`config.mk`:
```
export PLATFORM = sky130hd
export DESIGN_NAME = rf_wb_arbiter_flat
export DESIGN_NICKNAME = d
export VERILOG_FILES = /design/src/rtl/rf_wb_arbiter_if.sv /design/src/rtl/rf_wb_arbiter.sv /design/src/flat_wrapper.sv
export SDC_FILE = /design/constraint.sdc
export NUM_CORES = 1
export LEC_CHECK = 0
export CAP_MARGIN = 30
export CORE_ASPECT_RATIO = 1.1
export CORE_MARGIN = 1.5
export CORE_UTILIZATION = 25
export CTS_CLUSTER_SIZE = 20
export DETAILED_ROUTE_END_ITERATION = 7
export SETUP_SLACK_MARGIN = 0.2
export SYNTH_ARGS = -nofsm -noshare
export SYNTH_HDL_FRONTEND = slang
export SYNTH_SLANG_ARGS = --single-unit
```
`constraint.sdc`:
```
create_clock -name Clk -period 3.29 [get_ports Clk]
set_input_delay 0.4935 -clock Clk [delete_from_list [all_inputs] [get_ports Clk]]
set_output_delay 0.4935 -clock Clk [all_outputs]
set_load 0.005 [all_outputs]
```
`src/rtl/rf_wb_arbiter_if.sv`:
```
`default_nettype none
// ============================================================================
// Module   : rf_wb_arbiter_if
// Purpose  : Writeback request, register-file write and bypass query bundle
//            shared between the writeback requesters and rf_wb_arbiter.
// Revision : 1.0 - initial release
// ============================================================================
interface rf_wb_arbiter_if #(
  parameter int dataWidth    = 32,
  parameter int AddressWidth = 5
);
  logic                    aluValid;
  logic                    aluReady;
  logic [AddressWidth-1:0] aluRegW;
  logic [dataWidth-1:0]    aluData;
  logic                    memValid;
  logic                    memReady;
  logic [AddressWidth-1:0] memRegW;
  logic [dataWidth-1:0]    memData;
  logic                    hold;
  logic                    RFwrite;
  logic [AddressWidth-1:0] RegW;
  logic [dataWidth-1:0]    dataW;
  logic [AddressWidth-1:0] qRegA;
  logic [AddressWidth-1:0] qRegB;
  logic                    qHitA;
  logic                    qHitB;
  logic [dataWidth-1:0]    qDataA;
  logic [dataWidth-1:0]    qDataB;

  // Requester / decode side
  modport master (
    output aluValid, aluRegW, aluData,
    output memValid, memRegW, memData,
    output hold, qRegA, qRegB,
    input  aluReady, memReady,
    input  RFwrite, RegW, dataW,
    input  qHitA, qHitB, qDataA, qDataB
  );

  // Arbiter side
  modport slave (
    input  aluValid, aluRegW, aluData,
    input  memValid, memRegW, memData,
    input  hold, qRegA, qRegB,
    output aluReady, memReady,
    output RFwrite, RegW, dataW,
    output qHitA, qHitB, qDataA, qDataB
  );
endinterface
`default_nettype wire

```
`src/rtl/rf_wb_arbiter.sv`:
```
`default_nettype none
// ============================================================================
// Module   : rf_wb_arbiter
// Purpose  : Round-robin arbiter sharing the register-file write port between
//            ALU and load writeback, with a one-entry commit stage and bypass.
// Revision : 1.0 - initial release
// ============================================================================
module rf_wb_arbiter #(
  parameter int dataWidth    = 32,
  parameter int AddressWidth = 5
) (
  input  logic              Clk,
  input  logic              reset,
  rf_wb_arbiter_if.slave    bus
);

  localparam logic [AddressWidth-1:0] c_regZero  = '0;
  localparam logic [dataWidth-1:0]    c_dataZero = '0;

  logic                    r_stgValid;
  logic [AddressWidth-1:0] r_stgRegW;
  logic [dataWidth-1:0]    r_stgData;
  logic                    r_rrMem;

  logic                    w_aluGrant;
  logic                    w_memGrant;
  logic                    w_xfer;
  logic [AddressWidth-1:0] w_winRegW;
  logic [dataWidth-1:0]    w_winData;
  logic                    w_hitA;
  logic                    w_hitB;

  // Loser of a contended cycle waits; the pointer decides only when both ask.
  always_comb begin
    w_aluGrant = 1'b0;
    w_memGrant = 1'b0;
    if (!bus.hold) begin
      w_aluGrant = bus.aluValid & (~bus.memValid | ~r_rrMem);
      w_memGrant = bus.memValid & (~bus.aluValid |  r_rrMem);
    end
  end

  assign w_xfer    = w_aluGrant | w_memGrant;
  assign w_winRegW = w_memGrant ? bus.memRegW : bus.aluRegW;
  assign w_winData = w_memGrant ? bus.memData : bus.aluData;

  always_ff @(posedge Clk or negedge reset) begin
    if (!reset) begin
      r_stgValid <= 1'b0;
      r_stgRegW  <= c_regZero;
      r_stgData  <= c_dataZero;
      r_rrMem    <= 1'b0;
    end else begin
      // x0 writes complete the handshake but never reach the register file
      r_stgValid <= w_xfer & (w_winRegW != c_regZero);
      if (w_xfer && (w_winRegW != c_regZero)) begin
        r_stgRegW <= w_winRegW;
        r_stgData <= w_winData;
      end
      if (w_xfer) begin
        r_rrMem <= w_aluGrant;
      end
    end
  end

  assign w_hitA = r_stgValid & (bus.qRegA == r_stgRegW) & (bus.qRegA != c_regZero);
  assign w_hitB = r_stgValid & (bus.qRegB == r_stgRegW) & (bus.qRegB != c_regZero);

  assign bus.aluReady = w_aluGrant;
  assign bus.memReady = w_memGrant;
  assign bus.RFwrite  = r_stgValid;
  assign bus.RegW     = r_stgRegW;
  assign bus.dataW    = r_stgData;
  assign bus.qHitA    = w_hitA;
  assign bus.qHitB    = w_hitB;
  assign bus.qDataA   = w_hitA ? r_stgData : c_dataZero;
  assign bus.qDataB   = w_hitB ? r_stgData : c_dataZero;

endmodule
`default_nettype wire
```
`src/flat_wrapper.sv`:
```
// flat-port wrapper written by rule: the top's interface ports become plain ports
module rf_wb_arbiter_flat 
#(
  parameter int dataWidth    = 32,
  parameter int AddressWidth = 5
)
  (Clk, reset, bus_aluValid, bus_aluRegW, bus_aluData, bus_memValid, bus_memRegW, bus_memData, bus_hold, bus_qRegA, bus_qRegB, bus_aluReady, bus_memReady, bus_RFwrite, bus_RegW, bus_dataW, bus_qHitA, bus_qHitB, bus_qDataA, bus_qDataB);
  rf_wb_arbiter_if #(.dataWidth(dataWidth), .AddressWidth(AddressWidth)) bus_i ();
  input  logic Clk;
  input  logic reset;
  input wire logic [$bits(bus_i.aluValid)-1:0] bus_aluValid;
  input wire logic [$bits(bus_i.aluRegW)-1:0] bus_aluRegW;
  input wire logic [$bits(bus_i.aluData)-1:0] bus_aluData;
  input wire logic [$bits(bus_i.memValid)-1:0] bus_memValid;
  input wire logic [$bits(bus_i.memRegW)-1:0] bus_memRegW;
  input wire logic [$bits(bus_i.memData)-1:0] bus_memData;
  input wire logic [$bits(bus_i.hold)-1:0] bus_hold;
  input wire logic [$bits(bus_i.qRegA)-1:0] bus_qRegA;
  input wire logic [$bits(bus_i.qRegB)-1:0] bus_qRegB;
  output wire logic [$bits(bus_i.aluReady)-1:0] bus_aluReady;
  output wire logic [$bits(bus_i.memReady)-1:0] bus_memReady;
  output wire logic [$bits(bus_i.RFwrite)-1:0] bus_RFwrite;
  output wire logic [$bits(bus_i.RegW)-1:0] bus_RegW;
  output wire logic [$bits(bus_i.dataW)-1:0] bus_dataW;
  output wire logic [$bits(bus_i.qHitA)-1:0] bus_qHitA;
  output wire logic [$bits(bus_i.qHitB)-1:0] bus_qHitB;
  output wire logic [$bits(bus_i.qDataA)-1:0] bus_qDataA;
  output wire logic [$bits(bus_i.qDataB)-1:0] bus_qDataB;
  assign bus_i.aluValid = bus_aluValid;
  assign bus_i.aluRegW = bus_aluRegW;
  assign bus_i.aluData = bus_aluData;
  assign bus_i.memValid = bus_memValid;
  assign bus_i.memRegW = bus_memRegW;
  assign bus_i.memData = bus_memData;
  assign bus_i.hold = bus_hold;
  assign bus_i.qRegA = bus_qRegA;
  assign bus_i.qRegB = bus_qRegB;
  assign bus_aluReady = bus_i.aluReady;
  assign bus_memReady = bus_i.memReady;
  assign bus_RFwrite = bus_i.RFwrite;
  assign bus_RegW = bus_i.RegW;
  assign bus_dataW = bus_i.dataW;
  assign bus_qHitA = bus_i.qHitA;
  assign bus_qHitB = bus_i.qHitB;
  assign bus_qDataA = bus_i.qDataA;
  assign bus_qDataB = bus_i.qDataB;
  rf_wb_arbiter #(.dataWidth(dataWidth), .AddressWidth(AddressWidth)) u_core (.Clk(Clk), .reset(reset), .bus(bus_i));
endmodule
```
==> Word level (Yosys, flattened, before mapping) <==
Cells that the tools add are included.
{ "word_totals": {"elab_cells": 29, "input_bits": 89, "ff_bits": 39, "out_inout_bits": 106} }
{ "classes": {"n_bitwise": 13, "muxes": 6, "reduce_logical": 4, "n_eq_ne": 2} }
{ "op_table": {"columns": ["cell", "n"], "rows": [
  ["$mux 32", 3],
  ["$reduce_bool 5->1", 3],
  ["$eq 5x5->1", 2],
  ["$and 1x1->1", 7],
  ["$mux 5", 1],
  ["$not 1->1", 3],
  ["$or 1x1->1", 3],
  ["$mux 1", 2],
  ["$logic_and 1x1->1", 1]
]} }

==> Depth between registers and ports, before layout <==
{ "depth": {"depth_word": 7, "ltp_mapped": 6, "mapped_depth_nobuf": 5} }

==> Worst setup path before layout <==
Ideal clock, no wire load.
{ "synth_timing": {"kind": "input -> output", "startpoint": "in bus_qRegA[4]", "endpoint": "out bus_qDataA[22]", "path_buffers": 1, "slack_ps": 1283, "stages": 5, "t_required_ps": 2796, "t_arrival_ps": 1513, "cell_sequence": "or2_2 > o21ai_0 > and4_1 > clkbuf_1 > and2_1"} }
{ "synth_between": {"elab_chain_len": 4, "word_cells_on_any_way": 5} }
{ "synth_rtl": {"columns": ["item", "line_no", "source"], "rows": [
  ["start, declared", "flat_wrapper.sv:18", "input wire logic [$bits(bus_i.qRegA)-1:0] bus_qRegA;"],
  ["$eq 5x5->1", "rf_wb_arbiter.sv:66", "assign w_hitA = r_stgValid & (bus.qRegA == r_stgRegW) & (bus.qRegA != c_regZero);"],
  ["$and 1x1->1", "rf_wb_arbiter.sv:66", null],
  ["$and 1x1->1 *", "rf_wb_arbiter.sv:66", null],
  ["via bus_qHitA", "flat_wrapper.sv:25", "output wire logic [$bits(bus_i.qHitA)-1:0] bus_qHitA;"],
  ["$mux 32 *", "rf_wb_arbiter.sv:76", "assign bus.qDataA = w_hitA ? r_stgData : c_dataZero;"],
  ["end, declared", "flat_wrapper.sv:27", "output wire logic [$bits(bus_i.qDataA)-1:0] bus_qDataA;"]
]} }
Mark *: on every way through the listed nets, which the timed path passes. The rest lies on a longest branch.

==> Final worst setup path <==
{ "layout_timing": {"startpoint": "in bus_qRegA[4]", "endpoint": "out bus_qDataA[11]"} }
{ "layout_between": {"elab_chain_len": 4, "word_cells_on_any_way": 5} }
{ "layout_rtl": {"columns": ["item", "line_no"], "rows": [
  ["$eq 5x5->1", "rf_wb_arbiter.sv:66"],
  ["$and 1x1->1", "rf_wb_arbiter.sv:66"],
  ["$and 1x1->1 *", "rf_wb_arbiter.sv:66"],
  ["$mux 32 *", "rf_wb_arbiter.sv:76"]
]} }
Every way passes the cells marked *; elsewhere a longest branch is shown, timed or not.

==> impl_metrics.py <==
metrics = {
    "clock_tree": {
        "cts.sinks": 39,
        "holdBufCountCts": 0,
        "cts_buffers": 5,
        "htreeDepth": 2,
        "root_buffer": "clkbuf_16",
        "clock_path_buffers": 2,
        "clk_latency_ps": 280,
        "cts_tree": "built",
        "clkSlewWorstSetupHoldPaths_ps": 50,
    },
    "placed_design": {
        "placed_cell_area_mm2": 0.00485,
        "routabilityCongestion": 0.811,
        "numPortBuffers": 194,
        "dpl.hpwl_mm": 7.05,
        "place_inst": 577,
    },
    "pwr": {
        "cellLeakagePower_nw": 2.03,
        "intPower_mw": 1.25,
        "clockPowerShare_pct": 27.0,
        "power_mw": 1.68,
        "p_comb_share_pct": 34.5,
        "swShare_pct": 25.8,
        "p_switching_mw": 0.434,
        "power.density_mw_per_mm2": 336,
        "seqPwrFrac_pct": 38.5,
        "ir_drop_uv": 167,
    },
    "route": {
        "drtPass1Iterations": 4,
        "wl_per_cell_um": 15.3,
        "routed_via_density": 4.39,
        "drc": 0,
        "drtAntennaViolNets": 0,
        "finalWirelength_mm": 8.97,
        "drtIter0Drc": 45,
        "vias": 2574,
    },
    "critical_path": {
        "cp_data_arrival_time_ps": 2480,
        "cp-start-kind": "primary input",
        "crit_family": "buffers and inverters",
        "crit_fanout": 13,
        "crit_path_frequent_cell": "clkdlybuf4s50_1",
        "worstPathCellList": "clkdlybuf4s50_1, or2_2, o21ai_0, and4_1, buf_4, and2_1, clkdlybuf4s50_1",
        "crit_path_end_kind": "primary output",
        "cpPeakStageDelay_ps": 500,
        "critical_path_buf_inv_count": 3,
        "crit_required_ps": 2800,
        "criticalPathCategory": "primary input to primary output",
        "slowest_stage": "clkdlybuf4s50_1",
    },
    "sta": {
        "post-route-min-period_ps": 2970,
        "rsz0062_at_grt": "no",
        "final-hold-violation-count": 0,
        "slew_violations": 0,
        "setup_viol": 0,
        "max_slew_margin_pct": 40.1,
        "finalCritPeriodShare_pct": 90.3,
        "finClkSkew_ps": 6.14,
        "holdWs_ps": 343,
        "worst_pin_slew_ps": 899,
        "fmax_mhz": 337,
    },
    "grt": {
        "overflow": 0,
        "grt_max_degree": 40,
        "antenna_found_initial": 0,
        "grt_pass1_vias": 2537,
        "grt_usage_pct": 14.8,
        "grt_pass1_wl_mm": 13.3,
    },
    "synth": {
        "synth_nets": 335,
        "ys_seq_area_share_pct": 35.6,
        "synth_cells": 246,
        "synth_area_mm2": 0.00274,
        "synth_cell_type_count": 33,
        "syn_area_per_cell_um2": 11.1,
        "synth_seq_cells": 39,
        "synth_warnings": 0,
    },
    "outcome": {
        "status": "finished, final reports clean",
    },
    "layout": {
        "drive_gt1_share_pct": 19.6,
        "area_growth_pct": 82.7,
        "final_common_cell": "clkdlybuf4s50_1",
        "antenna_cells": 0,
        "fin_nets": 531,
        "layout_common_cells": "193 x clkdlybuf4s50_1, 68 x and2_1, 39 x dfrtp_1",
        "fin_area_mm2": 0.00501,
        "utilization_pct": 47.5,
        "layoutNonFillerInstCount": 586,
    },
    "floorplanning": {
        "die_area_mm2": 0.0116,
        "initial_core_util_pct": 26.0,
        "fp.dieW_um": 103,
        "coreArea_mm2": 0.0105,
        "fp-row-count": 39,
        "ios": 195,
        "die_h_um": 113,
    },
    "min_path": {
        "worstHoldPathType": "primary input to async pin",
    },
    "flow_run": {
        "timing.max_cap.violations": 0,
    },
}
area by class of cell:
type                       count  area [µm²]
fill                        1014        5530
inverter                       3        11.3
clock buffer                   7         133
timing repair buffer         203        2020
multi-input combinational    190        1690
clock inverter                 1        5.00
sequential                    39         976
tap                          143         179
cells by family (layout without fill, tap and decap cells):
logic type	count (synthesis)	in the layout	synth area share, %
xor+xnor	8	8	2.55
simple gates	96	96	21.8
buf+inv	17	214	3.56
compound gates	19	19	5.29
flops	39	39	35.6
mux	67	67	31.2
worst register-to-register path, delay by kind of cell (launching register included):
family	cells	cell delay, ps
buf+inv	2	600
flops	1	370
mux	1	350
simple gates	2	320
compound gates	1	250
cells in the mapped netlist:
| cell type | instances | area [µm²] |
|---|---|---|
| nand3_1 | 4 | 20.0 |
| mux2_4 | 28 | 420 |
| xnor2_1 | 5 | 43.8 |
| a211oi_1 | 2 | 15.0 |
| and4_1 | 1 | 8.76 |
| a211oi_4 | 1 | 20.0 |
| dfrtp_1 | 39 | 976 |
| o21bai_1 | 1 | 7.51 |
| o22ai_1 | 2 | 12.5 |
| nor3_1 | 3 | 15.0 |
| a311o_1 | 2 | 20.0 |
| buf_2 | 3 | 15.0 |
| or2_2 | 1 | 6.26 |
| inv_1 | 3 | 11.3 |
| o41ai_1 | 2 | 17.5 |
| buf_6 | 4 | 45.0 |
| mux2i_1 | 3 | 30.0 |
| nand2b_1 | 3 | 18.8 |
| mux2_2 | 36 | 405 |
| and2b_1 | 2 | 15.0 |
| nor4_1 | 3 | 18.8 |
| nand2_1 | 5 | 18.8 |
| xor2_1 | 3 | 26.3 |
| or4_1 | 1 | 7.51 |
| a21oi_1 | 3 | 15.0 |
| a211o_1 | 1 | 8.76 |
| nor2_1 | 3 | 11.3 |
| o2bb2ai_1 | 1 | 8.76 |
| or4_4 | 1 | 11.3 |
| and2_1 | 68 | 425 |
| clkbuf_1 | 7 | 26.3 |
| o21ai_0 | 4 | 20.0 |
| nor4_4 | 1 | 21.3 |
state kept, by name, summed over array words and instances, names as in the netlist:
signal and count:
u_core.bus.RegW 5, u_core.bus.RFwrite 1, u_core.bus.dataW 32, u_core.r_rrMem 1
what timing repair did:
| item | in CTS | in global routing |
|---|---|---|
| gates resized for setup | 0 | 2 |
| endpoints found under the setup margin | 1 | 36 |
| buffers inserted | 0 | 1 |
| pin swaps | 1 | 1 |
metal layers:
layer  vias up  global-route usage, %  part of all wire [%]
li1       1244                      -                     -
met1      1205                   17.8                    40
met5         -                      0                     0
met3         9                   3.58                   8.4
met4         0                   3.96                   1.2
met2       116                   26.0                    50
power groups by stage:
stage / logic (mW) / registers, mW / clock network (mW)
finish: 0.580 / 0.647 / 0.455
global route: 0.621 / 0.663 / 0.495
CTS: 0.586 / 0.650 / 0.478
detailed placement: 0.584 / 0.656 / 0
global placement: 0.575 / 0.656 / 0
floorplan: 0.239 / 0.640 / 0
final timing paths:
kind,start,endpoint,slack [ps],cells after the start
hold / removal,reset,u_core.bus.dataW[15],340,1
setup reg to reg,u_core.r_rrMem,u_core.bus.dataW[21],1270,6
max in group asynchronous,reset,u_core.bus.RegW[2],2380,1
min in group Clk,u_core.r_rrMem,u_core.r_rrMem,510,1
setup / recovery,bus_qRegA[4],bus_qDataA[11],320,7
hold reg to reg,u_core.r_rrMem,u_core.r_rrMem,510,1
stage by stage:
stage                     setup slack, ps  TNS [ps]
after global placement               -217     -6500
after floorplan                      1280         0
after CTS                             235         0
final                                 321         0
after detailed placement              197         0
after global routing                  207         0
Power figures use the tool's default switching activity.
